**src/rtl/osc_freq_monitor.sv**
```systemverilog
// rtl/osc_freq_monitor.sv - period / loss monitor for a slow asynchronous signal, clocked by the RC oscillator
//
// Purpose:
//   Counts the period of mon_in in clk cycles. It flags measurements outside
//   [MIN_CNT, MAX_CNT] and flags loss when no rising edge arrives for LOSS_CNT
//   cycles. A saturating fault counter accumulates both kinds of event.
//
// Ports:
//   clk           160 MHz oscillator clock (only clock)
//   resetn        asynchronous active-low reset
//   mon_in        asynchronous monitored signal
//   en            monitor enable (synchronous to clk)
//   clr_fault     one-cycle pulse, clears fault_cnt and min/max history
//   period_cnt    last measured period in clk cycles
//   period_valid  one-cycle pulse when period_cnt updates
//   freq_ok       last measurement in window and no loss since
//   loss          no edge seen for LOSS_CNT cycles
//   fault_cnt     saturating count of out-of-window periods plus loss events
//   period_min    smallest period since clear (history build only, else 0)
//   period_max    largest period since clear (history build only, else 0)
//
// Build option:
//   OSC_FREQ_MONITOR_HIST_EN  enables the period_min/period_max history registers.

module osc_freq_monitor #(
  parameter int CNT_W       = 32,
  parameter int MIN_CNT     = 158,
  parameter int MAX_CNT     = 162,
  parameter int LOSS_CNT    = 1000,
  parameter int SYNC_STAGES = 2
) (
  input  logic             clk,
  input  logic             resetn,
  input  logic             mon_in,
  input  logic             en,
  input  logic             clr_fault,
  output logic [CNT_W-1:0] period_cnt,
  output logic             period_valid,
  output logic             freq_ok,
  output logic             loss,
  output logic [7:0]       fault_cnt,
  output logic [CNT_W-1:0] period_min,
  output logic [CNT_W-1:0] period_max
);

  localparam logic [CNT_W-1:0] MIN_V  = CNT_W'(MIN_CNT);
  localparam logic [CNT_W-1:0] MAX_V  = CNT_W'(MAX_CNT);
  localparam logic [CNT_W-1:0] LOSS_V = CNT_W'(LOSS_CNT);
  localparam logic [CNT_W-1:0] ONE_V  = CNT_W'(1);

  typedef enum logic [1:0] {
    IDLE    = 2'd0,
    ARM     = 2'd1,
    MEASURE = 2'd2,
    LOST    = 2'd3
  } state_t;

  state_t                 state;
  logic [CNT_W-1:0]       counter;
  logic [SYNC_STAGES-1:0] sync_q;
  logic                   hist_q;
  logic                   mon_sync;
  logic                   mon_rise;
  logic                   in_win;
  logic                   meas_evt;
  logic                   timeout_evt;
  logic                   fault_evt;

  // Synchronizer chain followed by one history flop for rising-edge detection.
  always_ff @(posedge clk or negedge resetn) begin
    if (!resetn) begin
      sync_q <= '0;
      hist_q <= 1'b0;
    end else begin
      sync_q <= {sync_q[SYNC_STAGES-2:0], mon_in};
      hist_q <= sync_q[SYNC_STAGES-1];
    end
  end

  assign mon_sync = sync_q[SYNC_STAGES-1];
  assign mon_rise = mon_sync & ~hist_q;
  assign in_win   = (counter >= MIN_V) && (counter <= MAX_V);

  // A measurement is only taken in MEASURE; the first edge in ARM or LOST
  // merely starts the count. Disable overrides everything.
  assign meas_evt    = en && (state == MEASURE) && mon_rise;
  // The edge wins when it coincides with the counter sitting at LOSS_CNT.
  assign timeout_evt = en && ((state == ARM) || (state == MEASURE)) &&
                       !mon_rise && (counter == LOSS_V);
  assign fault_evt   = (meas_evt && !in_win) || timeout_evt;

  // Main FSM with registered outputs.
  always_ff @(posedge clk or negedge resetn) begin
    if (!resetn) begin
      state        <= IDLE;
      counter      <= '0;
      period_cnt   <= '0;
      period_valid <= 1'b0;
      freq_ok      <= 1'b0;
      loss         <= 1'b0;
    end else begin
      period_valid <= 1'b0;
      if (!en) begin
        state   <= IDLE;
        counter <= '0;
        freq_ok <= 1'b0;
        loss    <= 1'b0;
      end else begin
        case (state)
          IDLE: begin
            counter <= '0;
            state   <= ARM;
          end
          ARM: begin
            if (mon_rise) begin
              state   <= MEASURE;
              counter <= ONE_V;
            end else if (counter == LOSS_V) begin
              state   <= LOST;
              loss    <= 1'b1;
              freq_ok <= 1'b0;
            end else begin
              counter <= counter + ONE_V;
            end
          end
          MEASURE: begin
            if (mon_rise) begin
              period_cnt   <= counter;
              period_valid <= 1'b1;
              freq_ok      <= in_win;
              counter      <= ONE_V;
            end else if (counter == LOSS_V) begin
              state   <= LOST;
              loss    <= 1'b1;
              freq_ok <= 1'b0;
            end else begin
              counter <= counter + ONE_V;
            end
          end
          LOST: begin
            if (mon_rise) begin
              state   <= MEASURE;
              counter <= ONE_V;
              loss    <= 1'b0;
            end else begin
              counter <= LOSS_V;
            end
          end
          default: begin
            state   <= IDLE;
            counter <= '0;
          end
        endcase
      end
    end
  end

  // Saturating fault counter; a fault coinciding with a clear leaves one count.
  always_ff @(posedge clk or negedge resetn) begin
    if (!resetn) begin
      fault_cnt <= 8'd0;
    end else if (clr_fault) begin
      fault_cnt <= {7'd0, fault_evt};
    end else if (fault_evt && (fault_cnt != 8'hFF)) begin
      fault_cnt <= fault_cnt + 8'd1;
    end
  end

`ifdef OSC_FREQ_MONITOR_HIST_EN
  // Extremes of every reported measurement. A measurement coinciding with a
  // clear seeds both registers with the new value.
  always_ff @(posedge clk or negedge resetn) begin
    if (!resetn) begin
      period_min <= '1;
      period_max <= '0;
    end else if (meas_evt) begin
      if (clr_fault) begin
        period_min <= counter;
        period_max <= counter;
      end else begin
        if (counter < period_min) period_min <= counter;
        if (counter > period_max) period_max <= counter;
      end
    end else if (clr_fault) begin
      period_min <= '1;
      period_max <= '0;
    end
  end
`else
  assign period_min = '0;
  assign period_max = '0;
`endif

endmodule
```
**config.mk**
```make
export PLATFORM = sky130hd
export DESIGN_NAME = osc_freq_monitor
export DESIGN_NICKNAME = d
export VERILOG_FILES = /design/src/rtl/osc_freq_monitor.sv
export SDC_FILE = /design/constraint.sdc
export NUM_CORES = 1
export LEC_CHECK = 0
export CAP_MARGIN = 20
export CELL_PAD_IN_SITES_DETAIL_PLACEMENT = 0
export CELL_PAD_IN_SITES_GLOBAL_PLACEMENT = 1
export CORE_MARGIN = 1.5
export CORE_UTILIZATION = 31
export DETAILED_ROUTE_END_ITERATION = 6
export PLACE_DENSITY = 0.7
export SYNTH_ARGS = -nofsm -noshare
export SYNTH_HDL_FRONTEND = slang
export SYNTH_SLANG_ARGS = --single-unit
```
**constraint.sdc**
```tcl
create_clock -name clk -period 4.2 [get_ports clk]
set_input_delay 0.84 -clock clk [delete_from_list [all_inputs] [get_ports clk]]
set_output_delay 0.84 -clock clk [all_outputs]
set_load 0.05 [all_outputs]
```
* Word-level counts from Yosys, hierarchy flattened
Index checks and enable logic that the tools add are counted.
Word-level totals: register bits after elaboration 80, latch bits 0, bits in writable memories 0, memory bits (read-only) 0, bits of input ports 5, output and inout port bits 107, logic and storage cells 73, memories kept 0
Operators by class: add/subtract/negate cells 2, multiply operators 0, div/mod/pow operators 0, magnitude comparators 2, eq/ne operators 13, shift-type cells 0, multiplexer cells 26, bitwise operators 2, reduce and logical (&&, ||, !) cells 19
Operators with widths (count):
- two-way mux 32 bit | 3
- case mux 32 bit (3 select lines) | 1
- adder 32 x 1 -> 32 bit, second input constant | 1
- == test 32 x 10 -> 1 bit, second input constant | 1
- greater-or-equal comparator 32 x 8 -> 1 bit, second input constant | 1
- <= comparator 32 x 8 -> 1 bit, second input constant | 1
- two-way mux 8 bit | 2
- != test 3 bit, second input constant | 4
- two-way mux 1 bit | 11
- two-way mux 10 bit | 1
- two-way mux 2 bit | 5
- adder 8 x 1 -> 8 bit, second input constant | 1
- logical AND 1 bit | 8
- != test 8 bit, second input constant | 1
- case mux 2 bit (4 select lines) | 1
- != test 3 x 2 -> 1 bit, second input constant | 2
- == test 2 bit, second input constant | 2
- != test 4 bit, second input constant | 1
- case mux 1 bit (2 select lines) | 2
- AND reduction 2 bit | 2
- AND reduction 4 bit | 1
- != test 3 x 1 -> 1 bit, second input constant | 1
- AND reduction 3 bit | 1
- == test 2 x 1 -> 1 bit, second input constant | 1
- other kinds (7) | 9

* Longest topological paths before layout
Gate-level depths: netlist of the first run.
depth in word-level cells 9, depth in mapped cells 9, gate-level depth less buffers 8

* Least setup slack after synthesis of the first run
No wires, ideal clock.
path type register to register, from register counter[2], to register fault_cnt[4], setup time 0.078 ns, arrival 2.449 ns, data required time 4.122 ns, path slack 1.673 ns, cell stages (with the launch flop) 9, period minus slack after synthesis 2.527 ns, path through dfrtp_1 buf_6 or2_0 or4_4 or3_4 o22a_1 buf_6 or4_1 a21oi_1
Between the ends: longest elaborated chain between the ends 7, elaborated cells on any way between the ends 10, classes of those cells 2 x order compare; 1 x eq/ne; 7 x reduce/logical
RTL lines:
- from (decl) | line 59 | logic [CNT_W-1:0] counter;
- from (signal assigned) | line 123 | counter <= counter + ONE_V;
- from (signal assigned) | line 137 | counter <= counter + ONE_V;
- greater-or-equal comparator 32 x 8 -> 1 bit or <= comparator 32 x 8 -> 1 bit (tied branches) | line 82 | assign in_win = (counter >= MIN_V) && (counter <= MAX_V);
- logical AND 1 bit | line 82
- zero test 1 bit | line 90 | assign fault_evt = (meas_evt && !in_win) || timeout_evt;
- logical AND 1 bit | line 90
- logical OR 1 bit * | line 90
- logical AND 1 bit * | line 164 | end else if (fault_evt && (fault_cnt != 8'hFF)) begin
- nonzero test 2 bit (no source line) *
- to (signal assigned) | line 163 | fault_cnt <= {7'd0, fault_evt};
- to (signal assigned) | line 165 | fault_cnt <= fault_cnt + 8'd1;
- to (decl) | line 41 | output logic [7:0] fault_cnt,
Mark *: on every way between the ends. The rest lies on a longest branch, timed or not. A chain may end at the register's enable or synchronous reset.

* Worst setup path after layout of the first run
from register counter[15], to register fault_cnt[2]
Same word-level chain as after synthesis.

==> flow_metrics.tcl, run 1 <==
set metrics [dict create \
    wl_per_cell_um 13.3 \
    synth_top_cell_by_area "dfrtp_1" \
    ios 112 \
    cts_inserted_buffers 9 \
    synth_edf_count 0 \
    status "finished, final reports clean" \
    fin_nets 497 \
    vdd.ir_drop.worst_mv 0.156 \
    crit_chain "nor4_1, nand4_1, a2111oi_0, o22a_1, nor2_1, a31o_2" \
    dieArea_sq_mm 0.0148 \
    vias 3078 \
    syn_avg_cell_area_sq_um 9.88 \
    fmax_ghz 0.339 \
    clock_sinks 80 \
    cp_num_buf_inv 0 \
    first_global_vias 2913 \
    root_buffer "clkbuf_16" \
    fin_crit_ns 2.95 \
    syn_inst 443 \
    hold_class "reg -> reg" \
    setup_viol 0 \
    tns_ns 0 \
    yosys-top-cells-area "dfrtp_1 (46%), buf_4 (11%), mux2_2 (6.7%), nor2_1 (3.4%), xor2_1 (3.0%)" \
    port_buffers 47 \
    p_leak_nw 2.23 \
    setup_ws_ns 1.25 \
    synth.most_common_cell "dfrtp_1" \
    clk_latency_ns 0.34 \
    critPathMaxStageDelay_ns 0.84 \
    syn_area_sq_mm 0.00438 \
    die_w_um 122 \
    utilization 0.365 \
    gp_congestion 0.796 \
    cp-end-kind "register" \
    grt_max_degree 81 \
    drt_iter0_drc 118 \
    start_kind "register" \
    antenna_left 0 \
    rsz0062_at_grt "false" \
    drt-total-wl_mm 8.89 \
    first_pass_iters 4 \
    yosys-top-cells-count "dfrtp_1 (80), buf_4 (64), nor2_1 (40), mux2_2 (26), nand2_1 (26)" \
    cts_tree "done" \
    synth_top_area_frac 0.457 \
    cts_setup_buffers 0 \
    nFillCells 1418 \
    crit_type "reg -> reg" \
    antenna_cells 0 \
    dpl.hpwl_mm 6.19 \
    async_flop_share 1.00 \
    area_delta_synth_final_pct 15.2 \
    initial_core_util 0.317 \
    rows 43 \
    hold_ws_ns 0.347 \
    cp_slowest_cell "a2111oi_0" \
    clockBufferDepth 2 \
    power_density_mw_per_mm2 333 \
    yosys_warnings 0 \
    ys.flop_type "dfrtp_1" \
    pre_cts_ws_ns 1.23 \
    min_period_over_period 0.702 \
    core_sq_mm 0.0138 \
    worstPathMaxFanout 13 \
    via_per_inst 4.61 \
    fin_skew_ns 0.00830 \
    grtUsageTotal 0.130 \
    grt_overflow 0 \
    critPathTopFamily "compound AO/OA/AOI/OAI gates" \
    worstMarginPinSlew_ns 0.983 \
    ys_seq_area_frac 0.457 \
    slew_violations 0 \
    drive_gt1_frac 0.100 \
    grt_pass1_wl_mm 14.9 \
    cp.required_ns 4.43 \
    drc 0 \
    synth_cell_types 51 \
    max_slew_margin 0.339 \
    synth-seq-cells 80 \
    ctsHoldBuffers 0 \
    chipHeight_um 122 \
    cts_resized 0 \
    hold_viol_final 0 \
    antenna_found_initial 0 \
    cts_max_level 3 \
    clkTransAtPathRegs_ns 0.06 \
    maxCapViolations 0 \
    crit_arrival_ns 3.18 \
]
worst paths after layout:
check                             from  slack [ns]            end  depth (start not counted)
max                        counter[15]        1.25   fault_cnt[2]                          6
min                          sync_q[0]        0.35      sync_q[1]                          0
max reg2reg                counter[15]        1.25   fault_cnt[2]                          6
min reg2reg                  sync_q[0]        0.35      sync_q[1]                          0
max in group asynchronous       resetn        3.22         hist_q                          2
min in group asynchronous       resetn        0.38  period_cnt[1]                          1
sequential cells by signal (all words and copies together) (netlist names):
signal,count
hist_q,1
loss,1
state,2
counter,32
period_cnt,32
fault_cnt,8
sync_q,2
period_valid,1
freq_ok,1
routing by layer:
| metal | GRT usage | part of all wire | up-vias |
|---|---|---|---|
| li1 | - | - | 1487 |
| met1 | 0.181 | 0.49 | 1492 |
| met2 | 0.196 | 0.45 | 88 |
| met3 | 0.0257 | 0.039 | 11 |
| met4 | 0.0574 | 0.020 | 0 |
| met5 | 0 | 0 | - |
area by class of cell:
class	instances	area (sq um)	share of cell area
sequential	80	2000	0.397
tap	180	225	0.0446
clock buffer	11	233	0.0461
clock inverter	5	33.8	0.00670
timing repair buffer	50	510	0.101
multi-input combinational	330	2000	0.396
inverter	12	45.0	0.00893
worst register-to-register path, cell delays in order, from the launching register on:
cell,delay [ns]
dfrtp_1,0.45
nor4_1,0.39
nand4_1,0.23
a2111oi_0,0.84
o22a_1,0.53
nor2_1,0.16
a31o_2,0.26
logic make-up (layout without fill, tap and decap cells):
group / count (synthesis) / count (layout) / share of synthesized area
buffers and inverters: 96 / 78 / 0.141
DFF: 80 / 80 / 0.457
AOI/OAI and AO/OA: 59 / 59 / 0.0872
adders and majority gates: 9 / 9 / 0.0257
and+or+nand+nor: 145 / 145 / 0.167
other: 1 / 64 / 0.000857
muxes: 28 / 28 / 0.0714
xor gates and xnor gates: 25 / 25 / 0.0500
cells in the final DEF (no fill, tap or decap), drive strengths merged, types with 12 or more instances in the layout:
cell,count
clkdlybuf4s50,46
conb,64
dfrtp,80
inv,12
mux2,26
nand2,26
nand3,22
nor2,40
o21ai,24
xor2,15
where the power goes:
group / internal (mW) / switching, mW / leakage, nW / total (mW)
Sequential: 0.775 / 0.00415 / 1.11 / 0.780
Combinational: 0.0196 / 0.172 / 1.00 / 0.191
Clock: 0.399 / 0.310 / 0.126 / 0.709
stage by stage:
step,std cells,power (mW),cell area [sq um]
after CTS,667,1.70,5020
after global routing,668,1.76,5040
after detailed placement,651,0.982,4750
after floorplan,506,0.999,4610
final,668,1.68,5040
after global placement,651,0.981,4750
No activity file was read; power rests on OpenSTA's default activity.
==> inputs of run 2 (changes only) <==
Clock period 4.2 ns to 2.9 ns, I/O delays scaled along.
==> flow_metrics.tcl, run 2 (same netlist as run 1, synthesis figures left out) <==
set metrics [dict create \
    status "finished, final reports clean" \
    highest_layer "met4" \
    fin_area_sq_mm 0.00517 \
    hold_class "in -> async" \
    cp-end-kind "register" \
    dieArea_sq_mm 0.0148 \
    wl_met2_mm 4.33 \
    dpl.hpwl_mm 6.62 \
    hold_viol_final 0 \
    worstPathMaxFanout 13 \
    wl_met3_um 498 \
    rrSetupSlack_ns 0.17 \
    antenna_cells 0 \
    chipHeight_um 122 \
    startpoint "counter[0]" \
    final_cells 682 \
    first_pass_iters 4 \
    wl_per_cell_um 13.6 \
    max_slew_margin 0.558 \
    die_w_um 122 \
    crit_arrival_ns 2.99 \
    cts_tree "done" \
    rsz0062_at_grt "false" \
    grt_overflow 0 \
    crit_type "reg -> reg" \
    p_total_mw 2.56 \
    port_buffers 47 \
    root_buffer "clkbuf_16" \
    clock_sinks 80 \
    fin_crit_ns 2.73 \
    core_sq_mm 0.0138 \
    utilization 0.374 \
    clkTransAtPathRegs_ns 0.06 \
    power_density_mw_per_mm2 496 \
    vias 3208 \
    top_regs "counter: 32 flops, period_cnt: 32 flops, fault_cnt: 8 flops" \
    fin_skew_ns 0.0102 \
    gp_congestion 0.899 \
    fmax_ghz 0.366 \
    setup_ws_ns 0.165 \
    layout.cells.most_common "dfrtp_1" \
    slew_violations 0 \
    antenna_found_initial 0 \
    worstMarginPinSlew_ns 0.663 \
    antenna_left 0 \
    r2r-start "counter[0]" \
    maxCapViolations 0 \
    clockBufferDepth 2 \
    cp.required_ns 3.15 \
    hold_ws_ns 0.274 \
    first_global_vias 3035 \
    fin_nets 511 \
    clk_latency_ns 0.34 \
    drt-met1-wl_mm 4.31 \
    grt_max_degree 53 \
    grtUsageTotal 0.131 \
    placed_area_sq_mm 0.00486 \
    vdd.ir_drop.worst_mv 0.245 \
    setup_viol 0 \
    cts_setup_buffers 0 \
    drt-total-wl_mm 9.27 \
    drive_gt1_frac 0.127 \
    tns_ns 0 \
    rows 43 \
    mostFrequentLayoutCells "dfrtp_1 (80), conb_1 (64), clkdlybuf4s50_1 (46)" \
    dp_cells 666 \
    min_period_over_period 0.943 \
    initial_core_util 0.317 \
    ios 112 \
    drc 0 \
    cts_max_level 3 \
    p_leak_nw 2.32 \
    cts_inserted_buffers 9 \
    area_delta_synth_final_pct 18.1 \
    via_per_inst 4.70 \
    grt_pass1_wl_mm 15.3 \
    drt_iter0_drc 195 \
    start_kind "register" \
    pre_cts_ws_ns 0.0335 \
]
[run 2: power breakdown]
| group | total (mW) | switching (mW) | internal (mW) | leakage, nW |
|---|---|---|---|---|
| Sequential | 1.13 | 0.00631 | 1.12 | 1.11 |
| Combinational | 0.283 | 0.252 | 0.0310 | 1.06 |
| Clock | 1.15 | 0.437 | 0.715 | 0.143 |
[run 2: cell type report]
cell class | instances | area [sq um]
clock buffer | 14 | 264
clock inverter | 2 | 37.5
fill | 1373 | 8650
inverter | 12 | 45.0
multi-input combinational | 330 | 2000
sequential | 80 | 2000
tap | 180 | 225
timing repair buffer | 64 | 596
[run 2: what timing repair did]
| item | 4_1_cts | 5_1_grt |
|---|---|---|
| resized for setup | 1 | 2 |
| endpoints found under the setup margin | 1 | 5 |
| hold buffers | 0 | 0 |
[run 2: final timing paths]
| check | endpoint | depth (start not counted) |
|---|---|---|
| max | fault_cnt[6] | 8 |
| min reg2reg | sync_q[1] | 0 |
| max reg2reg | fault_cnt[6] | 8 |
| min | period_valid | 1 |
| min in group clk | sync_q[1] | 0 |
| max in group asynchronous | fault_cnt[6] | 2 |
[run 2: metal layers]
layer	up-vias	track usage
met3	13	0.0365
met1	1570	0.175
met2	107	0.206
met5	-	0
met4	0	0.0419
li1	1518	-
[run 2: critical path, cell delays in order, from the launching register on]
cell     delay (ns)
dfrtp_1        0.45
inv_1          0.17
ha_1           0.19
nand3_1        0.08
or4_4          0.43
or3_4          0.38
o22a_2         0.34
or4_1          0.48
a21oi_1        0.14
